<file path="config.mk">
export PLATFORM = sky130hd
export DESIGN_NAME = deploy_request_ctrl_flat
export DESIGN_NICKNAME = d
export VERILOG_FILES = /design/src/rtl/deploy_request_ctrl_pkg.sv /design/src/rtl/deploy_request_ctrl_if.sv /design/src/rtl/deploy_request_ctrl_cd_timer.sv /design/src/rtl/deploy_request_ctrl.sv /design/src/flat_wrapper.sv
export SDC_FILE = /design/constraint.sdc
export NUM_CORES = 1
export LEC_CHECK = 0
export ABC_CLOCK_PERIOD_IN_PS = 4700
export CAP_MARGIN = 5
export CORE_MARGIN = 4
export CORE_UTILIZATION = 51
export CTS_CLUSTER_SIZE = 8
export DETAILED_ROUTE_END_ITERATION = 12
export MAX_ROUTING_LAYER = met4
export PLACE_DENSITY = 0.77
export SYNTH_ARGS = -nofsm -noshare
export SYNTH_HDL_FRONTEND = slang
export SYNTH_SLANG_ARGS = --single-unit
</file>
<file path="constraint.sdc">
create_clock -name clk_25MHz -period 4.7 [get_ports clk_25MHz]
set_input_delay 0.705 -clock clk_25MHz [delete_from_list [all_inputs] [get_ports clk_25MHz]]
set_output_delay 0.705 -clock clk_25MHz [all_outputs]
set_load 0.005 [all_outputs]
</file>
<file path="src/rtl/deploy_request_ctrl_pkg.sv">
// Shared constants, types and helpers for the HUD deploy-request controller.
// Slot numbering: 0 purse, 1-8 army types, 9 tower fire.
package deploy_pkg;

  localparam logic [3:0] SLOT_PURSE = 4'd0;
  localparam logic [3:0] SLOT_FIRE  = 4'd9;
  localparam int         COST_W     = 15;

  // Army unit prices, index 0 is slot 1.
  localparam logic [COST_W-1:0] ARMY_COST [8] = '{
    15'd75, 15'd150, 15'd240, 15'd350, 15'd750, 15'd1500, 15'd2000, 15'd2400
  };

  typedef enum logic {
    IDLE    = 1'b0,
    PENDING = 1'b1
  } deploy_state_t;

  // Purse and fire are priced by the engine, so they report zero here.
  function automatic logic [COST_W-1:0] army_cost(input logic [3:0] slot);
    if (slot >= 4'd1 && slot <= 4'd8) return ARMY_COST[3'(slot - 4'd1)];
    return '0;
  endfunction

  // Heavy units (slots 5-8) get the long cooldown.
  function automatic int unsigned cd_reload(input logic [3:0] slot,
                                            input int unsigned cd_short,
                                            input int unsigned cd_long);
    return (slot >= 4'd5) ? cd_long : cd_short;
  endfunction

endpackage

</file>
<file path="src/rtl/deploy_request_ctrl_if.sv">
// Request channel from the click controller to Game_Engine.
// Handshake: req_valid stays high with req_slot/req_cost stable until the cycle
// in which the engine raises req_ack; the transfer completes on that edge.
interface deploy_request_ctrl_if;
  import deploy_pkg::*;

  logic              req_valid;
  logic [3:0]        req_slot;
  logic [COST_W-1:0] req_cost;
  logic              req_ack;

  modport master (output req_valid, output req_slot, output req_cost, input req_ack);
  modport slave  (input req_valid, input req_slot, input req_cost, output req_ack);

endinterface

</file>
<file path="src/rtl/deploy_request_ctrl_cd_timer.sv">
// Per-slot cooldown down-counter in frames; load beats tick, clear beats both.
// busy is registered from the next count so it lines up with the counter.
module cd_timer #(
  parameter int CD_W = 8
) (
  input  logic            clk,
  input  logic            rst,
  input  logic            clear,
  input  logic            load,
  input  logic [CD_W-1:0] load_val,
  input  logic            tick,
  output logic            busy,
  output logic [CD_W-1:0] count
);

  logic [CD_W-1:0] count_next;

  always_comb begin
    count_next = count;
    if (clear) begin
      count_next = '0;
    end else if (load) begin
      count_next = load_val;
    end else if (tick && count != '0) begin
      count_next = count - CD_W'(1);
    end
  end

  always_ff @(posedge clk) begin
    if (rst) begin
      count <= '0;
      busy  <= 1'b0;
    end else begin
      count <= count_next;
      busy  <= (count_next != '0);
    end
  end

endmodule

</file>
<file path="src/rtl/deploy_request_ctrl.sv">
// Converts HUD clicks into single deploy/purchase requests for Game_Engine,
// gating them on affordability and per-unit cooldowns.
module deploy_request_ctrl
  import deploy_pkg::*;
#(
  parameter int unsigned CD_W     = 8,
  parameter int unsigned CD_SHORT = 60,
  parameter int unsigned CD_LONG  = 180
) (
  input  logic                  clk_25MHz,
  input  logic                  rst,
  input  logic                  frame_tick,
  input  logic                  play_active,
  input  logic                  mouse_l,
  input  logic [9:0]            mouse_in_frame,
  input  logic [COST_W-1:0]     money,
  input  logic                  purse_upgradable,
  input  logic                  tower_ready,
  deploy_request_ctrl_if.master req,
  output logic [9:0]            cd_busy,
  output deploy_state_t         fsm_state
);

  deploy_state_t   state, state_next;
  logic            mouse_l_q;
  logic            click;
  logic            hit;
  logic [3:0]      hit_slot;
  logic            eligible;
  logic            launch;
  logic            accept;
  logic [8:1]      busy_vec;
  logic [15:0]     cd_idle;
  logic [CD_W-1:0] cd_count [1:8];

  always_ff @(posedge clk_25MHz) begin
    if (rst) mouse_l_q <= 1'b0;
    else     mouse_l_q <= mouse_l;
  end

  assign click = mouse_l & ~mouse_l_q;

  // Scan from the top so the lowest set index is the last one written.
  always_comb begin
    hit      = 1'b0;
    hit_slot = 4'd0;
    for (int i = 9; i >= 0; i--) begin
      if (mouse_in_frame[i]) begin
        hit      = 1'b1;
        hit_slot = 4'(i);
      end
    end
  end

  always_comb begin
    cd_idle = '1;
    for (int s = 1; s <= 8; s++) cd_idle[s] = (cd_count[s] == '0);
  end

  always_comb begin
    case (hit_slot)
      SLOT_PURSE: eligible = purse_upgradable;
      SLOT_FIRE:  eligible = tower_ready;
      default:    eligible = (money >= army_cost(hit_slot)) && cd_idle[hit_slot];
    endcase
  end

  assign launch = (state == IDLE) && play_active && click && hit && eligible;
  // An ack coinciding with play_active dropping is discarded with the request.
  assign accept = (state == PENDING) && play_active && req.req_ack;

  always_ff @(posedge clk_25MHz) begin
    if (rst) state <= IDLE;
    else     state <= state_next;
  end

  always_comb begin
    state_next = state;
    if (!play_active) begin
      state_next = IDLE;
    end else begin
      case (state)
        IDLE:    if (launch) state_next = PENDING;
        PENDING: if (req.req_ack) state_next = IDLE;
        default: state_next = IDLE;
      endcase
    end
  end

  always_comb begin
    req.req_valid = (state == PENDING);
    fsm_state     = state;
  end

  always_ff @(posedge clk_25MHz) begin
    if (rst) begin
      req.req_slot <= 4'd0;
      req.req_cost <= '0;
    end else if (launch) begin
      req.req_slot <= hit_slot;
      req.req_cost <= army_cost(hit_slot);
    end
  end

  for (genvar g = 1; g <= 8; g++) begin : g_cd
    cd_timer #(.CD_W(CD_W)) u_cd (
      .clk      (clk_25MHz),
      .rst      (rst),
      .clear    (~play_active),
      .load     (accept && (req.req_slot == 4'(g))),
      .load_val (CD_W'(cd_reload(4'(g), CD_SHORT, CD_LONG))),
      .tick     (frame_tick),
      .busy     (busy_vec[g]),
      .count    (cd_count[g])
    );
  end

  assign cd_busy = {1'b0, busy_vec, 1'b0};

endmodule

</file>
<file path="src/flat_wrapper.sv">
// flat-port wrapper written by rule: the top's interface ports become plain ports
module deploy_request_ctrl_flat import deploy_pkg::*;
#(
  parameter int unsigned CD_W     = 8,
  parameter int unsigned CD_SHORT = 60,
  parameter int unsigned CD_LONG  = 180
)
  (clk_25MHz, rst, frame_tick, play_active, mouse_l, mouse_in_frame, money, purse_upgradable, tower_ready, cd_busy, fsm_state, req_req_valid, req_req_slot, req_req_cost, req_req_ack);
  deploy_request_ctrl_if req_i ();
  input  logic clk_25MHz;
  input  logic rst;
  input  logic frame_tick;
  input  logic play_active;
  input  logic mouse_l;
  input  logic [9:0] mouse_in_frame;
  input  logic [COST_W-1:0] money;
  input  logic purse_upgradable;
  input  logic tower_ready;
  output logic [9:0] cd_busy;
  output deploy_state_t fsm_state;
  output wire logic [$bits(req_i.req_valid)-1:0] req_req_valid;
  output wire logic [$bits(req_i.req_slot)-1:0] req_req_slot;
  output wire logic [$bits(req_i.req_cost)-1:0] req_req_cost;
  input wire logic [$bits(req_i.req_ack)-1:0] req_req_ack;
  assign req_req_valid = req_i.req_valid;
  assign req_req_slot = req_i.req_slot;
  assign req_req_cost = req_i.req_cost;
  assign req_i.req_ack = req_req_ack;
  deploy_request_ctrl #(.CD_W(CD_W), .CD_SHORT(CD_SHORT), .CD_LONG(CD_LONG)) u_core (.clk_25MHz(clk_25MHz), .rst(rst), .frame_tick(frame_tick), .play_active(play_active), .mouse_l(mouse_l), .mouse_in_frame(mouse_in_frame), .money(money), .purse_upgradable(purse_upgradable), .tower_ready(tower_ready), .req(req_i), .cd_busy(cd_busy), .fsm_state(fsm_state));
endmodule
</file>
==> reports/qor.csv, run 1 <==
stage;metric;value;unit
global_routing;largest net degree at the start of global routing;32;
min_path;Min-Delay Path Class;flip-flop to flip-flop;
setup_path;CP Buf/Inv Count;4;
timing;RSZ-0062 raised after global routing;false;
floorplanning;Chip Height;110;um
cts;clk buf depth;2;
floorplanning;Core ar.;0.00995;mm^2
cts;CTS Buf Count;9;
cts;Worst-Skew Late Latency;360;ps
floorplanning;die width;110;um
setup_path;CP required;4990;ps
logic_synthesis;top cells by area, synth;dfxtp_1, ha_1, nor2_1, nand2_1, xnor2_1;
place;number of port buffers;58;
final_layout;share of post-route cells with drive strength above 1;6.90;%
min_path;startpoint of the worst hold path;u_core.req.req_cost[8];
setup_path;Most Frequent Cell on Critical Path;ha_1;
timing;Final min period;4340;ps
place;Cells after DPL;827;
setup_path;Worst Path Arrival;4630;ps
setup_path;flop2flop setup slack;1840;ps
logic_synthesis;area share of the largest cell type after synthesis;34.0;%
place;Final Wtd Congestion;0.941;
floorplanning;Die ar.;0.0121;mm^2
routing;DR vias;4818;
setup_path;Crit path largest cell delay;570;ps
logic_synthesis;synth cell count leaders;dfxtp_1, nor2_1, nand2_1;
setup_path;CP Max Fanout;15;
logic_synthesis;Avg Inst Size Synth;8.21;um^2
run;max-cap violations;0;
global_routing;gr usage total;22.6;%
timing;Final Setup Violations;0;
timing;Peak Freq;230;MHz
routing;Initial DRC Count;416;
cts;TritonCTS sink count;90;
outcome;outcome;completed;
cts;H-tree depth;3;
setup_path;crit path capture type;flip-flop;
global_routing;total congestion overflow;0;
floorplanning;boundary pin count;64;
routing;DRC Markers;0;
cts;CTS Root Buffer Type;clkbuf_8;
logic_synthesis;number of flops mapped to enable cells by yosys;0;
place;post-DP HPWL;9970;um
final_layout;Layout area overhead;16.6;%
setup_path;critical path's slowest cell;clkdlybuf4s50_1;
logic_synthesis;Yosys reg bits;90;
setup_path;delay-heaviest family, CP;compound AO/OA/AOI/OAI gates;
logic_synthesis;ys flop type;dfxtp_1;
timing;final hold vios;0;
min_path;hold endpoint;u_core.req.req_cost[8];
logic_synthesis;sequential share of the synthesized area;34.0;%
setup_path;Critical Path Source Type;input port;
timing;slew margin rel.;28.7;%
power_and_ir_drop;PD cells;636;mW/mm^2
final_layout;nets;772;
power_and_ir_drop;VDD IR-drop max;0.000275;V
global_routing;first-pass GRT wire length;21100;um
timing;Hold WS;457;ps
final_layout;Post-Layout Cell Count;843;
logic_synthesis;largest area contributor in the netlist;dfxtp_1;
logic_synthesis;YS warnings;0;
setup_path;Reg2Reg Depth;8;
cts;CTS tree;yes;
final_layout;Antenna diodes;0;
floorplanning;initial core utilization;53.3;%
logic_synthesis;Mapped Cells;646;
setup_path;reg-to-reg endpoint;u_core.g_cd[7].u_cd.busy;
routing;Routed WL per cell;15.2;um
cts;Worst-path clk slew;90;ps
timing;period utilization;92.4;%
floorplanning;row count;36;
timing;Slew @ Worst Pin;1070;ps
setup_path;Critical Path, Cell by Cell;clkdlybuf4s50_1 -> inv_1 -> a221oi_2 -> o31ai_4 -> buf_4 -> ha_1 -> xnor2_2 -> o221ai_1 -> ha_1 -> nand4_1 -> nor2_1 -> o2111ai_1 -> a311o_1 -> o21ai_4 -> buf_12 -> mux2i_1;
min_path;Hold Crit Depth;2;
routing;drt pass-1 iters;5;
logic_synthesis;Unique masters post-synth;68;
global_routing;number of global-route vias before repair;4533;
routing;via-per-instance ratio;5.72;
power_and_ir_drop;leakage power;2.32;nW
logic_synthesis;async set or reset register ratio after synthesis;0;%
logic_synthesis;Cell Area, Synth;0.00530;mm^2
timing;Clock Skews;8.15;ps
setup_path;WS Path Type;input port to flip-flop;
routing;Antenna Nets Post-Route;0;
setup_path;Critical R2R Launch;u_core.g_cd[7].u_cd.count[0];
timing;max-slew violation count;0;
cts;Post-CTS Setup Inserts;0;
logic_synthesis;count leader, synth;dfxtp_1;
global_routing;initial antenna violation count;0;
routing;Post-Route WL;12800;um
[metal layers]
| layer | up-vias | track usage, % | part of all wire, % |
|---|---|---|---|
| met3 | 21 | 4.17 | 4.1 |
| met4 | 0 | 5.34 | 1.4 |
| met2 | 107 | 36.0 | 46 |
| met5 | - | - | 0 |
| li1 | 2393 | - | - |
| met1 | 2297 | 29.7 | 48 |
[worst max path at each step]
stage | depth (start not counted) | slack [ps] | from | to
6_report | 16 | 360 | mouse_in_frame[5] | u_core.req.req_cost[6]
5_1_grt | 16 | 90 | mouse_in_frame[5] | u_core.req.req_cost[6]
4_1_cts | 16 | 280 | mouse_in_frame[5] | u_core.req.req_cost[6]
3_5_place_dp | 16 | -90 | mouse_in_frame[5] | u_core.req.req_cost[6]
3_3_place_gp | 16 | 70 | mouse_in_frame[5] | u_core.req.req_cost[1]
2_1_floorplan | 16 | 210 | mouse_in_frame[8] | u_core.fsm_state
[state kept, by name, summed over array words and instances, names as in the netlist]
signal                  flops
u_core.req.req_slot         4
u_core.mouse_l_q            1
u_core.req.req_cost        12
u_core.g_cd.u_cd.busy       8
u_core.fsm_state            1
u_core.g_cd.u_cd.count     64
[tightest hold or removal path: cells and delay by family, from the launching register on]
| kind | cells | cell delay (ps) |
|---|---|---|
| flops | 1 | 320 |
| mux | 1 | 50 |
| simple gates | 1 | 50 |
[power breakdown]
part	total (W)	internal [W]	switching, W
clock	0.000483	0.000206	0.000277
combinational	0.00231	0.00103	0.00128
sequential	0.00114	0.000960	0.000175
total	0.00393	0.00220	0.00173
[final cells by class]
cell class	instances	area [um^2]
Sequential cell	90	1800
Inverter	34	128
Timing Repair Buffer	71	691
Fill cell	859	3770
Multi-Input combinational cell	499	3220
Clock inverter	6	40.0
Tap cell	133	166
Clock buffer	10	138
[through the flow]
step	TNS [ps]	power [W]	instance area [um^2]	setup slack [ps]	util, %
floorplan	0	0.00292	5320	206	-
global placement	0	0.00334	6000	70.0	60.2
detailed placement	-882	0.00341	6000	-88.4	60.2
CTS	0	0.00391	6170	282	62.0
global route	0	0.00427	6180	88.7	62.1
finish	0	0.00393	6180	359	62.1
[cell usage in the layout (no fill, tap or decap), types with 22 or more instances in the layout]
cell type / synthesis / final
dfxtp_1: 90 / 90
nor2_1: 78 / 78
nand2_1: 69 / 69
clkdlybuf4s50_1: 0 / 58
a21oi_1: 43 / 43
ha_1: 34 / 34
inv_1: 33 / 33
nand3_1: 29 / 29
xnor2_1: 29 / 28
xor2_1: 25 / 25
nor3_1: 22 / 22
[repair_timing]
item | 4_1_cts | 5_1_grt
hold buffers | 0 | 0
setup endpoints to repair | 0 | 5
gates resized for setup | 0 | 1
[kinds of logic (layout without fill, tap and decap cells)]
family,Yosys count,count (layout),synth area share [%]
simple gates,274,274,25.2
compound gates,114,114,14.5
flops,90,90,34.0
buf+inv,61,121,5.78
xor+xnor,54,54,8.92
fa+ha+maj,34,34,8.02
mux,18,18,3.54
other cells,1,5,0.0707
(Power assumes the default switching activity.)
==> inputs of run 2 (changes only) <==
--- a/config.mk
+++ b/config.mk
@@ -5,7 +5,6 @@
 export SDC_FILE = /design/constraint.sdc
 export NUM_CORES = 1
 export LEC_CHECK = 0
-export ABC_CLOCK_PERIOD_IN_PS = 4700
 export CAP_MARGIN = 5
 export CORE_MARGIN = 4
 export CORE_UTILIZATION = 51
==> results of run 2 <==
The final DEF is identical to that of run 1; final timing and power are the same.
==> inputs of run 3 (changes only) <==
--- a/config.mk
+++ b/config.mk
@@ -7,11 +7,12 @@
 export LEC_CHECK = 0
 export CAP_MARGIN = 5
 export CORE_MARGIN = 4
-export CORE_UTILIZATION = 51
+export CORE_UTILIZATION = 56
+export CTS_BUF_LIST = sky130_fd_sc_hd__clkbuf_16
 export CTS_CLUSTER_SIZE = 8
 export DETAILED_ROUTE_END_ITERATION = 12
 export MAX_ROUTING_LAYER = met4
-export PLACE_DENSITY = 0.77
+export PLACE_DENSITY = 0.8
 export SYNTH_ARGS = -nofsm -noshare
 export SYNTH_HDL_FRONTEND = slang
 export SYNTH_SLANG_ARGS = --single-unit
==> constraint.sdc (replaced) <==
create_clock -name clk_25MHz -period 4.1 [get_ports clk_25MHz]
set_input_delay 0.615 -clock clk_25MHz [delete_from_list [all_inputs] [get_ports clk_25MHz]]
set_output_delay 0.615 -clock clk_25MHz [all_outputs]
set_load 0.005 [all_outputs]
==> reports/qor.csv, run 3 (synthesis results as in run 1) <==
stage;metric;value;unit
outcome;outcome;completed;
timing;Final min period;4030;ps
global_routing;total congestion overflow;0;
floorplanning;row count;35;
global_routing;number of global-route vias before repair;4814;
routing;top routing layer used;met4;
final_layout;Largest register FFs;64;
place;number of port buffers;58;
timing;period utilization;98.3;%
final_layout;fin area;0.00677;mm^2
routing;met2 WL;6950;um
power_and_ir_drop;leakage power;2.64;nW
routing;drt pass-1 iters;5;
place;Final Wtd Congestion;0.991;
cts;CTS Root Buffer Type;clkbuf_16;
floorplanning;boundary pin count;64;
floorplanning;Chip Height;105;um
final_layout;fin util;73.2;%
floorplanning;Die ar.;0.0111;mm^2
place;Cells after DPL;859;
timing;Slew @ Worst Pin;772;ps
cts;clk buf depth;2;
cts;CTS Hold Bufs;0;
final_layout;share of post-route cells with drive strength above 1;13.9;%
final_layout;Layout area overhead;27.6;%
cts;Worst-path clk slew;60;ps
floorplanning;die width;105;um
setup_path;CP Max Fanout;5;
setup_path;Critical Path End;u_core.req.req_cost[9];
timing;max-slew violation count;0;
final_layout;nets;812;
setup_path;reg-to-reg endpoint;u_core.g_cd[7].u_cd.busy;
timing;Clock Skews;11.3;ps
final_layout;most common cell after layout, fill and taps aside;dfxtp_1;
final_layout;Largest regs;u_core.g_cd.u_cd.count x64, u_core.req.req_cost x12, u_core.g_cd.u_cd.busy x8;
place;Cell Area, Placed;0.00629;mm^2
run;max-cap violations;0;
setup_path;Setup crit start;mouse_in_frame[3];
global_routing;first-pass GRT wire length;22000;um
final_layout;Antenna diodes;0;
cts;Worst-Skew Late Latency;340;ps
setup_path;CP required;4320;ps
setup_path;WS Path Type;input port to flip-flop;
setup_path;Critical Path Source Type;input port;
setup_path;flop2flop setup slack;1470;ps
timing;Final Setup Violations;0;
cts;CTS tree;yes;
min_path;Hold Crit Depth;2;
power_and_ir_drop;PD cells;717;mW/mm^2
setup_path;Reg2Reg Depth;8;
final_layout;Post-Layout Cell Count;879;
global_routing;gr usage total;24.4;%
routing;Antenna Nets Post-Route;0;
routing;DRC Markers;0;
routing;Met1 Wirelength;5690;um
power_and_ir_drop;Power Total;0.00485;W
routing;Post-Route WL;13600;um
min_path;Min-Delay Path Class;flip-flop to flip-flop;
routing;DR vias;4996;
routing;Routed WL per cell;15.5;um
routing;via-per-instance ratio;5.68;
cts;CTS Buf Count;9;
setup_path;Critical R2R Launch;u_core.g_cd[7].u_cd.count[3];
timing;Hold WS;458;ps
power_and_ir_drop;VDD IR-drop max;0.000681;V
setup_path;Worst Path Arrival;4260;ps
final_layout;largest register by flop count;u_core.g_cd.u_cd.count;
floorplanning;initial core utilization;57.4;%
setup_path;crit path capture type;flip-flop;
timing;final hold vios;0;
routing;metal3 WL;717;um
floorplanning;Core ar.;0.00924;mm^2
global_routing;largest net degree at the start of global routing;32;
global_routing;initial antenna violation count;0;
place;post-DP HPWL;10100;um
timing;Peak Freq;248;MHz
routing;Initial DRC Count;264;
cts;H-tree depth;3;
timing;slew margin rel.;48.1;%
final_layout;Fillers;685;
final_layout;commonest non-fill, non-tap cells in the layout;dfxtp_1, nor2_1, nand2_1, clkdlybuf4s50_1, buf_4;
cts;TritonCTS sink count;90;
## run 3: what timing repair did
action	4_1_cts	5_1_grt
endpoints found under the setup margin	0	17
resized for setup	0	29
endpoints found under the hold margin	0	0
buffers inserted	0	3
## run 3: worst max-delay path: stages
cell             delay [ps]
clkdlybuf4s50_1         550
nor2_4                  200
o31ai_4                  90
nand2_1                 140
buf_4                   180
buf_4                   140
inv_1                    60
or4_1                   510
a21oi_2                 210
ha_1                    170
nor2b_1                  50
o31ai_1                 220
a21oi_1                 100
o31ai_1                 210
a311o_1                 270
o21ai_4                  80
buf_4                   170
mux2_4                  290
## run 3: where the power goes
part	total [W]	internal, W	switching (W)	leakage, nW
registers	0.00130	0.00110	0.000196	0.730
logic	0.00279	0.00125	0.00154	1.78
clock network	0.000762	0.000410	0.000352	0.138
## run 3: how the worst min path moves through the flow
stage / start / endpoint
6_report: u_core.req.req_cost[11] / u_core.req.req_cost[11]
2_1_floorplan: u_core.req.req_cost[0] / u_core.req.req_cost[0]
4_1_cts: u_core.req.req_cost[2] / u_core.req.req_cost[2]
3_3_place_gp: u_core.req.req_cost[8] / u_core.req.req_cost[8]
5_1_grt: u_core.req.req_cost[0] / u_core.req.req_cost[0]
3_5_place_dp: u_core.req.req_cost[2] / u_core.req.req_cost[2]
## run 3: per-layer routing
layer,track usage [%],up-vias
met1,28.5,2346
met5,-,-
met2,42.8,153
met3,4.47,28
met4,6.94,0
li1,-,2469
## run 3: cell type report
cell class | instances | area, um^2 | share of cell area (%)
flip-flops and latches | 90 | 1800 | 26.6
clock inverters | 7 | 46.3 | 0.684
clock buffers | 9 | 225 | 3.33
multi-input cells | 499 | 3370 | 49.8
repair buffers | 111 | 1030 | 15.3
well taps | 129 | 161 | 2.38
inverters | 34 | 128 | 1.89
## run 3: stage by stage
step / worst slack, ps / TNS (ps)
2_1_floorplan: 0.801 / 0
3_3_place_gp: -209 / -2980
3_5_place_dp: -281 / -4300
4_1_cts: 16.5 / 0
5_1_grt: -59.1 / -525
6_report: 67.8 / 0
